## src/rtl/mcp320x_array.sv

```systemverilog
// mcp320x_array: shared-SCLK/shared-CS controller for N MCP3201-class ADCs,
// with optional 2^AVG_LOG2 frame averaging and a valid/ready result port.
module mcp320x_array #(
    parameter int CHANNELS   = 2,
    parameter int DATA_WIDTH = 12,
    parameter int LEAD_CLKS  = 3,
    parameter int RELAX_CLKS = 2,
    parameter int AVG_LOG2   = 0
) (
    input  logic                           clock,
    input  logic                           reset_n,
    input  logic                           enable_i,
    input  logic                           spi_clk_i,
    output logic                           spi_ssn_o,
    input  logic [CHANNELS-1:0]            spi_miso_i,
    output logic [CHANNELS*DATA_WIDTH-1:0] data_o,
    output logic                           valid_o,
    input  logic                           ready_i,
    output logic                           overrun_o,
    input  logic                           overrun_clr_i
);
    localparam int AW = DATA_WIDTH + AVG_LOG2;
    localparam int RW = $clog2(RELAX_CLKS + 1);
    localparam int BW = $clog2(LEAD_CLKS + DATA_WIDTH);
    localparam logic [RW-1:0]     RELAX_MAX = RW'(RELAX_CLKS);
    localparam logic [RW-1:0]     RELAX_PRE = RW'(RELAX_CLKS - 1);
    localparam logic [BW-1:0]     BIT_LEAD  = BW'(LEAD_CLKS);
    localparam logic [BW-1:0]     BIT_LAST  = BW'(LEAD_CLKS + DATA_WIDTH - 1);
    localparam logic [AVG_LOG2:0] AVG_LAST  = (AVG_LOG2 + 1)'((1 << AVG_LOG2) - 1);

    typedef enum logic [1:0] {RELAX, SHIFT, ACCUM, OUTPUT} state_t;

    state_t                         r_state, w_state_nxt;
    logic                           r_sclk_q, r_ssn, r_valid, r_overrun;
    logic [RW-1:0]                  r_relax_cnt;
    logic [BW-1:0]                  r_bit_cnt;
    logic [AVG_LOG2:0]              r_avg_cnt;
    logic [DATA_WIDTH-1:0]          r_sr [CHANNELS];
    logic [AW-1:0]                  r_acc [CHANNELS];
    logic [CHANNELS*DATA_WIDTH-1:0] r_data;
    logic                           w_edge, w_start, w_last, w_avg_done, w_new, w_acc_clr;

    assign w_edge     = spi_clk_i & ~r_sclk_q;
    // relax_cnt saturates, so any edge after the relax window also qualifies
    assign w_start    = (r_state == RELAX) && w_edge && enable_i && (r_relax_cnt >= RELAX_PRE);
    assign w_last     = (r_state == SHIFT) && w_edge && (r_bit_cnt == BIT_LAST);
    assign w_avg_done = r_avg_cnt == AVG_LAST;
    assign w_new      = r_state == OUTPUT;
    assign w_acc_clr  = w_new || ((r_state == RELAX) && !enable_i);

    always_comb begin
        w_state_nxt = r_state;
        case (r_state)
            RELAX:   w_state_nxt = w_start ? SHIFT : RELAX;
            SHIFT:   w_state_nxt = w_last ? ACCUM : SHIFT;
            ACCUM:   w_state_nxt = w_avg_done ? OUTPUT : RELAX;
            default: w_state_nxt = RELAX;
        endcase
    end

    always_ff @(posedge clock or negedge reset_n) begin
        if (!reset_n) r_state <= RELAX;
        else          r_state <= w_state_nxt;
    end

    always_ff @(posedge clock or negedge reset_n) begin
        if (!reset_n) begin
            r_sclk_q    <= 1'b0;
            r_ssn       <= 1'b1;
            r_valid     <= 1'b0;
            r_overrun   <= 1'b0;
            r_relax_cnt <= '0;
            r_bit_cnt   <= '0;
            r_avg_cnt   <= '0;
            r_data      <= '0;
            for (int k = 0; k < CHANNELS; k++) begin
                r_sr[k]  <= '0;
                r_acc[k] <= '0;
            end
        end else begin
            r_sclk_q <= spi_clk_i;
            if ((r_state == RELAX) && w_edge && (r_relax_cnt != RELAX_MAX))
                r_relax_cnt <= r_relax_cnt + 1'b1;
            if (w_start) begin
                r_ssn     <= 1'b0;
                r_bit_cnt <= '0;
            end
            if ((r_state == SHIFT) && w_edge) begin
                r_bit_cnt <= r_bit_cnt + 1'b1;
                if (r_bit_cnt >= BIT_LEAD)
                    for (int k = 0; k < CHANNELS; k++)
                        r_sr[k] <= {r_sr[k][DATA_WIDTH-2:0], spi_miso_i[k]};
                if (w_last) begin
                    r_ssn       <= 1'b1;
                    r_relax_cnt <= '0;
                end
            end
            if (r_state == ACCUM) begin
                r_avg_cnt <= r_avg_cnt + 1'b1;
                for (int k = 0; k < CHANNELS; k++)
                    r_acc[k] <= r_acc[k] + AW'(r_sr[k]);
            end else if (w_acc_clr) begin
                r_avg_cnt <= '0;
                for (int k = 0; k < CHANNELS; k++)
                    r_acc[k] <= '0;
            end
            if (w_new)
                for (int k = 0; k < CHANNELS; k++)
                    r_data[k*DATA_WIDTH +: DATA_WIDTH] <= r_acc[k][AW-1:AVG_LOG2];
            r_valid   <= w_new ? 1'b1 : (ready_i ? 1'b0 : r_valid);
            // a set from an unaccepted overwrite beats a simultaneous clear
            r_overrun <= (w_new && r_valid && !ready_i) ? 1'b1 : (overrun_clr_i ? 1'b0 : r_overrun);
        end
    end

    assign spi_ssn_o = r_ssn;
    assign data_o    = r_data;
    assign valid_o   = r_valid;
    assign overrun_o = r_overrun;
endmodule

```

## config.mk

```make
export PLATFORM = sky130hd
export DESIGN_NAME = mcp320x_array
export DESIGN_NICKNAME = d
export VERILOG_FILES = /design/src/rtl/mcp320x_array.sv
export SDC_FILE = /design/constraint.sdc
export NUM_CORES = 1
export LEC_CHECK = 0
export CAP_MARGIN = 15
export CORE_UTILIZATION = 30
export CTS_CLUSTER_DIAMETER = 40
export DETAILED_ROUTE_END_ITERATION = 12
export GPL_TIMING_DRIVEN = 1
export HOLD_SLACK_MARGIN = 0.15
export PLACE_DENSITY_LB_ADDON = 0.08
export SYNTH_ARGS = -nofsm -noshare
export SYNTH_HDL_FRONTEND = slang
export SYNTH_SLANG_ARGS = --single-unit
```

## constraint.sdc

```tcl
create_clock -name clock -period 2.5 [get_ports clock]
set_input_delay 0.25 -clock clock [delete_from_list [all_inputs] [get_ports clock]]
set_output_delay 0.25 -clock clock [all_outputs]
set_load 0.01 [all_outputs]
```

After elaboration in Yosys (flattened, before gate mapping)
Cells that the tools add are included.
{"block": "word_totals", "input_bits": 8, "out_inout_bits": 27, "reg_bits": 85, "wordCells": 65}
{"block": "op_classes", "bitwise_logic": 2, "order_cmp": 2, "reduce_logical": 18, "mux": 20, "n_eq_ne": 5, "addsub": 5}
{"operator": "24-bit 2-to-1 mux", "n": 2}
{"operator": "12-bit adder", "n": 2}
{"operator": "1-bit 2-to-1 mux", "n": 10}
{"operator": "2-bit 2-to-1 mux", "n": 5}
{"operator": "1-bit logical AND", "n": 9}
{"operator": "4-bit 2-to-1 mux", "n": 2}
{"operator": "2-bit nonzero test", "n": 4}
{"operator": "2-bit one-hot mux with 3 select lines", "n": 1}
{"operator": "4-bit by 1-bit adder with 4-bit output, second input constant", "n": 1}
{"operator": "2-bit == test, second input constant", "n": 2}
{"operator": "4-bit == test, second input constant", "n": 1}
{"operator": "4-bit by 2-bit greater-or-equal comparator with 1-bit output, second input constant", "n": 1}
{"operator": "2-bit by 1-bit adder with 2-bit output, second input constant", "n": 1}
{"operator": "2-bit by 1-bit == test with 1-bit output, second input constant", "n": 1}
{"operator": "2-bit by 1-bit greater-or-equal comparator with 1-bit output, second input constant", "n": 1}
{"operator": "1-bit logical NOT", "n": 2}
{"operator": "2-bit logical NOT", "n": 1}
{"operator": "2-bit inequality test, second input constant", "n": 1}
{"operator": "2-bit AND reduction", "n": 1}
{"operator": "1-bit adder, second input constant", "n": 1}
{"operator": "1-bit AND", "n": 1}
{"operator": "1-bit logical OR", "n": 1}
{"operator": "1-bit NOT", "n": 1}

Logic depth before layout (Yosys ltp)
{"block": "depth", "word_depth": 8, "mapped_depth": 9}

Worst setup path before layout
OpenSTA, ideal clock, no wires.
{"block": "synth_timing", "path_kind": "reg2reg", "from": "reg r_sr[12] (netlist name)", "to": "reg r_acc[22] (netlist name)", "stages_incl_launch_ff": 9, "t_required_ns": 2.371, "setup_slack_ns": 0.261, "arrival_time_ns": 2.110, "path_cell_list": "dfrtp_1 > ha_1 > fa_1 > a21oi_2 > o211ai_1 > a2111o_1 > a31oi_1 > xor2_1 > o21ai_1"}
{"block": "synth_between", "elab_chain_len": 2}
{"item": "start, declared", "line": "38", "rtl": "logic [DATA_WIDTH-1:0] r_sr [CHANNELS];"}
{"item": "start signal, assigned by index", "line": "92", "rtl": "r_sr[k] <= {r_sr[k][DATA_WIDTH-2:0], spi_miso_i[k]};"}
{"item": "12-bit adder", "line": "101", "rtl": "r_acc[k] <= r_acc[k] + AW'(r_sr[k]);"}
{"item": "24-bit 2-to-1 mux", "line": "98", "rtl": "if (r_state == ACCUM) begin"}
{"item": "end signal, assigned by index", "line": "101"}
{"item": "end, declared", "line": "39", "rtl": "logic [AW-1:0] r_acc [CHANNELS];"}
Every way passes these cells.
A chain may end at the register's enable or synchronous reset.

Final worst setup path
{"block": "layout_timing", "from": "reg r_sr[0] (netlist name)", "to": "reg r_acc[10] (netlist name)"}
The elaborated chain is that of the path after synthesis.

==> run summary <==
status: completed
Main synth FF type: dfrtp_1
dominant cells by area after synthesis: dfrtp_1, ha_1, mux2_1
final instance area: 0.00522 mm^2
Max Clk Rate: 0.437 GHz
final WL: 9.06 mm
port buffer count: 34
Final Hold Fails: 0
Final TNS setup: 0 ns
row cnt: 43
maximum vdd drop: 318 uV
Filler Cells Inserted: 1,416
synthesized flop and latch total: 85
crit-path max FO: 3
final worst slack: 0.213 ns
Slew headroom: 61.9%
placed instance area: 0.00491 mm^2
Initial DRT Pass Iterations: 5
unrepaired setup endpoints after global routing: false
DRT antenna net count: 0
final setup fails: 0
initial antenna violation count: 0
Worst Hold Path EP: r_sclk_q$_DFF_PN0_
die width: 122 um
CP cell instances: ha_1, inv_1, fa_1, nand2b_1, a21oi_1, o211ai_2, a21oi_1, or4_1, a32o_1
hold depth: 1
DRC: 0
CTS buffer count: 9
initial core utilization: 30.9%
Layout Cells excl Fill: 609
kind of critical path: flip-flop to flip-flop
PD cells: 689 mW/mm^2
CTS tree: done
num ports: 35
Max Slew Vio Count: 0
vias in the first global route: 3,001
post-DP HPWL: 6.30 mm
number of diodes: 0
type of the worst min-delay path: primary input to flip-flop
Root Driver: clkbuf_16
via count: 2,999
final period utilization: 91.5%
Clock Path Buffers: 2
Worst-Skew Late Latency: 0.34 ns
Post-CTS Setup Inserts: 0
Min Clock Period, post-route: 2.29 ns
Synth Warn #: 0
final core utilization: 37.3%
synth cell count leaders: dfrtp_1, nand2_1, ha_1
clk slew on worst S/H paths: 0.06 ns
final clock skew: 0.00602 ns
critical path capture point type: flip-flop
MaxCap Viol Count: 0
drt first-iter violations: 89
Synth top area share: 48.6%
layout net count: 460
DP Worst Slack: 0.0975 ns
Yosys cell types: 59
Die ar.: 0.0149 mm^2
Async SR Flop Fraction: 100%
leading area contributor after synthesis: dfrtp_1
core area: 0.0140 mm^2
leakage: 2.45 nW
FF-to-FF path depth: 9
layout cell share with drive strength beyond 1: 14.2%
Placed Instances: 592
largest net degree at the start of global routing: 46
first-pass GRT wire length: 15.2 mm
crit-path most repeated cell: a21oi_1
Worst Path Arrival: 2.52 ns
Worst EP required: 2.73 ns
via density per instance: 4.92
Global Route Usage Sum: 13.6%
H-tree depth: 3
count leader, synth: dfrtp_1
total grt overflow: 0
gpl congestion: 0.755
flop-to-flop setup slack: 0.21 ns
Hold Startpoint: spi_clk_i
Post-synth EDFFs: 0
CP max stage delay: 0.47 ns
Mapped Nets: 418
clock sinks: 85
CP max-delay cell: or4_1
Slew @ Worst Pin: 0.572 ns
crit path launch type: flip-flop
reg2reg start: r_sr[0]$_DFFE_PN0P_
Area growth, synth to finish: 20.8%
Critical R2R Capture: r_acc[10]$_DFFE_PN0P_
routed wire length per instance: 14.9 um
Mapped Area: 0.00432 mm^2
sequential area share after synthesis: 49.2%
Post-Synthesis Cells: 382
syn avg cell area: 11.3 um^2
die height: 122 um
[report_power, final]
group	internal (mW)	total [mW]	switching, mW
Sequential	1.53	1.66	0.132
Combinational	0.276	0.587	0.311
Clock	0.831	1.35	0.521
Total	2.63	3.60	0.963
[sequential cells by signal (all words and copies together), names as in the netlist]
| signal | cells |
|---|---|
| spi_ssn_o | 1 |
| r_state | 2 |
| data_o | 24 |
| r_sr | 24 |
| valid_o | 1 |
| r_bit_cnt | 4 |
| overrun_o | 1 |
| r_relax_cnt | 2 |
| r_sclk_q | 1 |
| r_avg_cnt | 1 |
| r_acc | 24 |
[worst max-delay path, delay by kind of cell (launching register included)]
kind	cells	cell delay, ns
flip-flops	1	0.40
buffers and inverters	1	0.07
adder cells (fa/ha/maj)	2	0.42
AO/OA/AOI/OAI	4	0.66
AND/OR/NAND/NOR	2	0.62
[worst max path at each step]
stage	start	end	slack, ns	cells after the start
after global routing	r_sr[12]$_DFFE_PN0P_	r_acc[22]$_DFFE_PN0P_	0.05	8
after detailed placement	r_sr[12]$_DFFE_PN0P_	r_acc[22]$_DFFE_PN0P_	0.1	8
after CTS	r_sr[12]$_DFFE_PN0P_	r_acc[22]$_DFFE_PN0P_	0.07	8
final	r_sr[0]$_DFFE_PN0P_	r_acc[10]$_DFFE_PN0P_	0.21	9
after floorplan	r_sr[12]$_DFFE_PN0P_	r_acc[22]$_DFFE_PN0P_	0.26	8
after global placement	r_sr[12]$_DFFE_PN0P_	r_acc[22]$_DFFE_PN0P_	0.11	8
[area by class of cell]
type	instances	area (um^2)	area share, %
Tap cell	180	225	4.32
Timing Repair Buffer	44	428	8.20
Inverter	12	45.0	0.863
Sequential cell	85	2130	40.8
Clock buffer	15	268	5.13
Multi-Input combinational cell	272	2090	40.1
Clock inverter	1	30.0	0.575
[timing repair]
item | in CTS | in global routing
resized for setup | 0 | 2
endpoints found under the setup margin | 0 | 1
hold endpoints to repair | 39 | 0
hold buffers | 1 | 0
[stage by stage]
stage                     hold slack (ns)  power, mW
final                               0.373       3.60
after global routing                0.380       3.80
after CTS                           0.362       3.67
after detailed placement            0.293       2.28
after global placement              0.299       2.27
after floorplan                   -0.0456       2.06
[cells in the final DEF (no fill, tap or decap), drive strengths merged, types with 4 or more instances in the layout]
master | Yosys | routed
a211oi | 7 | 7
a21o | 8 | 8
a21oi | 15 | 15
a22o | 8 | 8
buf | 5 | 10
clkbuf | 8 | 15
clkdlybuf4s50 | 0 | 33
dfrtp | 84 | 84
ha | 26 | 26
inv | 12 | 12
mux2 | 45 | 45
nand2 | 32 | 32
nand2b | 9 | 9
nand3 | 6 | 6
nor2 | 21 | 21
nor3 | 5 | 5
o21ai | 37 | 37
o31ai | 4 | 4
xnor2 | 5 | 5
xor2 | 5 | 5
[metal layers]
metal	track usage [%]	up-vias	routed length, um
li1	-	1468	-
met4	7.64	0	217
met3	2.34	14	217
met1	18.9	1480	4640
met2	19.8	37	3980
met5	0	-	0
[kinds of logic after synthesis]
logic type                 share of synthesized area, %
xor gates and xnor gates                           2.03
muxes                                              11.7
AOI/OAI and AO/OA                                  15.5
adders and majority gates                          8.45
buffers and inverters                              2.46
and+or+nand+nor                                    10.6
DFF                                                49.2
Note: power is estimated with default switching activity, not from simulation.
